--- src/rtl/bin2bcd_seq.sv ---
// Sequential binary-to-BCD converter (shift-and-add-3) with a hex
// passthrough mode; result and overflow flag are held until the next DONE.
module bin2bcd_seq #(
  parameter int IN_W   = 27,
  parameter int DIGITS = 8
) (
  input  logic                  clk_i,
  input  logic                  rst_i,
  input  logic                  start_i,
  input  logic                  mode_i,
  input  logic [IN_W-1:0]       bin_i,
  output logic                  busy_o,
  output logic                  done_o,
  output logic [4*DIGITS-1:0]   bcd_o,
  output logic                  ovf_o
);

  localparam int OW = 4 * DIGITS;
  localparam int BW = 4 * (DIGITS + 1);
  localparam int SW = IN_W + BW;
  localparam int CW = $clog2(IN_W + 1);

  typedef enum logic [1:0] {
    IDLE,
    SHIFT,
    DONE
  } state_t;

  state_t        state;
  logic [CW-1:0] cnt;
  logic [SW-1:0] sr;
  logic [SW-1:0] adj;
  logic [SW-1:0] shifted;
  logic [OW-1:0] hex_ext;

  assign busy_o  = (state != IDLE);
  assign done_o  = (state == DONE);
  assign hex_ext = OW'(bin_i);
  assign shifted = {adj[SW-2:0], 1'b0};

  // Add 3 to every BCD digit that is 5 or more before the next shift.
  always_comb begin
    adj = sr;
    for (int d = 0; d <= DIGITS; d++) begin
      if (sr[IN_W+4*d +: 4] >= 4'd5) begin
        adj[IN_W+4*d +: 4] = sr[IN_W+4*d +: 4] + 4'd3;
      end
    end
  end

  // Control FSM plus datapath registers; digit DIGITS flags overflow.
  always_ff @(posedge clk_i) begin
    if (!rst_i) begin
      state <= IDLE;
      cnt   <= '0;
      sr    <= '0;
      bcd_o <= '0;
      ovf_o <= 1'b0;
    end else begin
      unique case (state)
        IDLE: begin
          if (start_i) begin
            if (mode_i) begin
              sr    <= {{BW{1'b0}}, bin_i};
              cnt   <= CW'(IN_W);
              state <= SHIFT;
            end else begin
              bcd_o <= hex_ext;
              ovf_o <= 1'b0;
              state <= DONE;
            end
          end
        end
        SHIFT: begin
          if (cnt == '0) begin
            bcd_o <= sr[IN_W +: OW];
            ovf_o <= |sr[SW-1 -: 4];
            state <= DONE;
          end else begin
            sr  <= shifted;
            cnt <= cnt - CW'(1);
          end
        end
        DONE: state <= IDLE;
        default: state <= IDLE;
      endcase
    end
  end

endmodule
--- config.mk ---
export PLATFORM = sky130hd
export DESIGN_NAME = bin2bcd_seq
export DESIGN_NICKNAME = d
export VERILOG_FILES = /design/src/rtl/bin2bcd_seq.sv
export SDC_FILE = /design/constraint.sdc
export NUM_CORES = 1
export LEC_CHECK = 0
export BUFFER_PORTS_ARGS = -buffer_cell sky130_fd_sc_hd__clkbuf_2
export CAP_MARGIN = 20
export CORE_ASPECT_RATIO = 0.8
export CORE_MARGIN = 1
export CORE_UTILIZATION = 60
export DETAILED_ROUTE_END_ITERATION = 10
export PLACE_DENSITY = 0.93
export SYNTH_ARGS = -nofsm -noshare
export SYNTH_HDL_FRONTEND = slang
export SYNTH_SLANG_ARGS = --single-unit
--- constraint.sdc ---
create_clock -name clk_i -period 3.45 [get_ports clk_i]
set_input_delay 0.345 -clock clk_i [delete_from_list [all_inputs] [get_ports clk_i]]
set_output_delay 0.345 -clock clk_i [all_outputs]
set_load 0.02 [all_outputs]
==> flow_summary.yaml <==
run_status:
  outcome: "finished clean"
synthesis:
  synthArstFlopShare: 0
  synth_largest_area_cell: "dfxtp_1"
  synthFlopType: "dfxtp_1"
  synth-seq-cells: 103
  synth_commonest_cells: "103 x dfxtp_1, 84 x a21oi_1, 51 x a211oi_1"
  synth.avg_cell_area_um2: 8.87
  seq_area_frac_synth: 0.406
  synth_edf_count: 0
  ys_warn_count: 0
  yosysUniqueCellTypes: 42
  synth_top_cell_area_share: 0.406
  synth_most_common_cell: "dfxtp_1"
  synthesis.nets: 622
  postSynthCellCount: 572
  netlist_area_mm2: 0.00507
  synth_area_leaders: "dfxtp_1 41%, a21oi_1 8.3%, mux2i_1 7.9%"
placement:
  hpwl_um: 7750
  post-place-ws_ns: 1.01
  place_congestion: 0.839
  dpl_cell_area_mm2: 0.00536
  dp_cells: 709
  port_buffers: 65
setup_path:
  critPathMaxFanout: 28
  required_ns: 3.72
  crit_path_start: "cnt[0]$_SDFFE_PN0P_"
  timing.rr.end: "bcd_o[15]$_SDFFE_PN0P_"
  reg2reg_from: "cnt[0]$_SDFFE_PN0P_"
  crit_type: "register to register"
  max_stage_delay_ns: 0.87
  crit_family: "simple AND/OR/NAND/NOR gates"
  worstSetupStartpointType: "register"
  crit_path_end_kind: "register"
  cp_num_buf_inv: 1
  path_depth: 6
  cp_cell_sequence: "inv_1, ha_1, nor4b_4, or2_1, a21oi_1, a211oi_1"
  cp_data_arrival_time_ns: 2.75
  r2r_slack_ns: 0.97
  crit_end: "bcd_o[15]$_SDFFE_PN0P_"
  slowest_stage: "or2_1"
  r2r.worst_path.cells: 6
global_route:
  grt_antenna_before_repair: 0
  globalRouteOverflowTotal: 0
  grt_pass1_vias: 4359
  grt_usage: 0.278
  grt_max_degree: 53
  grt_pass1_wl_um: 20100
die:
  dieWidth_um: 105
  die_y_um: 84.3
  pin_count: 66
  start_util: 0.630
  rows: 29
  dieArea_mm2: 0.00883
  fp.coreArea_mm2: 0.00806
pwr:
  powerDensity_mw_per_mm2: 473
  switching_share: 0.313
  seq_power_share: 0.508
  switchingPower_uw: 826
  power_mw: 2.64
  comb_power_share: 0.198
  clockPowerShare: 0.294
  power_leakage_nw: 2.25
  vdd_drop_max_mv: 0.313
  intPower_mw: 1.81
sta:
  finalCritPeriodShare: 0.720
  tightest_slew_ns: 1.05
  fin_ws_ns: 0.967
  slew_headroom: 0.300
  fin_tns_setup_ns: 0
  timing.final.hold_violations: 0
  fin_crit_ns: 2.48
  fmax_mhz: 403
  drv_slew: 0
  setup_viol_count_final: 0
  clock_skew_ns: 0.0127
  rsz0062_at_grt: "false"
final_layout:
  final_cell_area_mm2: 0.00558
  stdcell_count: 726
  drive_above_1_share: 0.172
  area_growth_pct: 10.0
  n_antenna_cell: 0
  fillerInstances: 628
  fin_nets: 663
clock_tree:
  clk_pin_slew_ns: 0.10
  cts_root_buf: "clkbuf_8"
  htree_levels: 3
  cts_tree: "yes"
  cts_buffers: 9
  post_cts_buffers: 0
  clock_latency_ns: 0.38
  clockBufferDepth: 2
  cts_sinks: 103
  post_cts_resized: 0
  hold_buffers: 0
worst_hold_path:
  min-delay-start: "bin_i[25]"
  hold_class: "input port to register"
detailed_routing:
  drt-wirelength-per-cell_um: 16.3
  wl_um: 11800
  drt-initial-drc-count: 405
  remaining_drc_errors: 0
  drtPass1Iterations: 5
  vias: 4440
  ant_nets: 0
  via_per_inst: 6.12
job:
  maxCapViolations: 0
==> sequential cells by signal (all words and copies together), names as in the netlist <==
signal and count:
sr 63, ovf_o 1, state 2, cnt 5, bcd_o 32
==> placed cells by master, fill, tap and decap left out, types with 3 or more instances in the layout <==
cell type,netlist,final
clkbuf_2,0,65
ha_1,19,19
and2_1,8,8
or3_1,10,10
nand3_1,9,9
o21ai_0,33,33
inv_6,0,3
xnor2_1,9,9
a21oi_1,84,84
nor3b_1,16,16
o32ai_1,9,9
a211oi_1,51,51
nand2b_1,10,9
mux2i_1,40,40
nand2_1,24,24
mux2_2,9,9
clkbuf_8,0,9
inv_1,25,24
nor2_1,47,47
dfxtp_1,103,103
buf_4,6,4
==> layer usage <==
layer  vias up  wire, µm  GRT usage
met3        29       603     0.0629
li1       2131         -          -
met1      2128      5180      0.340
met4         0       210      0.101
met5         -         0          0
met2       152      5830      0.480
==> through the flow <==
step,utilization,hold slack [ns]
after global routing,0.693,0.286
after floorplan,-,0.446
final,0.693,0.297
after global placement,0.666,0.461
after detailed placement,0.666,0.477
after CTS,0.691,0.289
==> cell type report <==
class	count	area (µm²)	area share
Timing Repair Buffer	71	390	0.0699
Clock inverter	7	78.8	0.0141
Tap cell	108	135	0.0242
Sequential cell	103	2060	0.369
Multi-Input combinational cell	403	2700	0.483
Inverter	25	93.8	0.0168
Clock buffer	9	124	0.0222
==> worst min-delay path: stages <==
cell and delay (ns):
clkbuf_2 0.10, a21oi_1 0.12, a211oi_1 0.07
==> cells by family after synthesis <==
kind of cell	Yosys count	synth area share
compound gates	189	0.229
simple gates	136	0.138
flops	103	0.406
buf+inv	66	0.0634
mux	49	0.0989
fa+ha+maj	19	0.0469
xor+xnor	10	0.0173
==> power by group through the flow <==
stage               Clock, mW  Sequential, mW  Combinational, mW
global placement            0            1.36              0.487
global route            0.831            1.35              0.571
finish                  0.775            1.34              0.524
floorplan                   0            1.40              0.347
CTS                     0.783            1.34              0.516
detailed placement          0            1.37              0.512
==> worst min-delay path by stage <==
stage	endpoint	slack, ns	cells after the start
floorplan	bcd_o[29]$_SDFFE_PN0P_	0.45	2
global placement	bcd_o[28]$_SDFFE_PN0P_	0.46	2
detailed placement	ovf_o$_SDFFE_PN0P_	0.48	2
CTS	bcd_o[5]$_SDFFE_PN0P_	0.29	3
global route	bcd_o[25]$_SDFFE_PN0P_	0.29	3
finish	bcd_o[25]$_SDFFE_PN0P_	0.30	3
No activity file was read; power rests on OpenSTA's default activity.
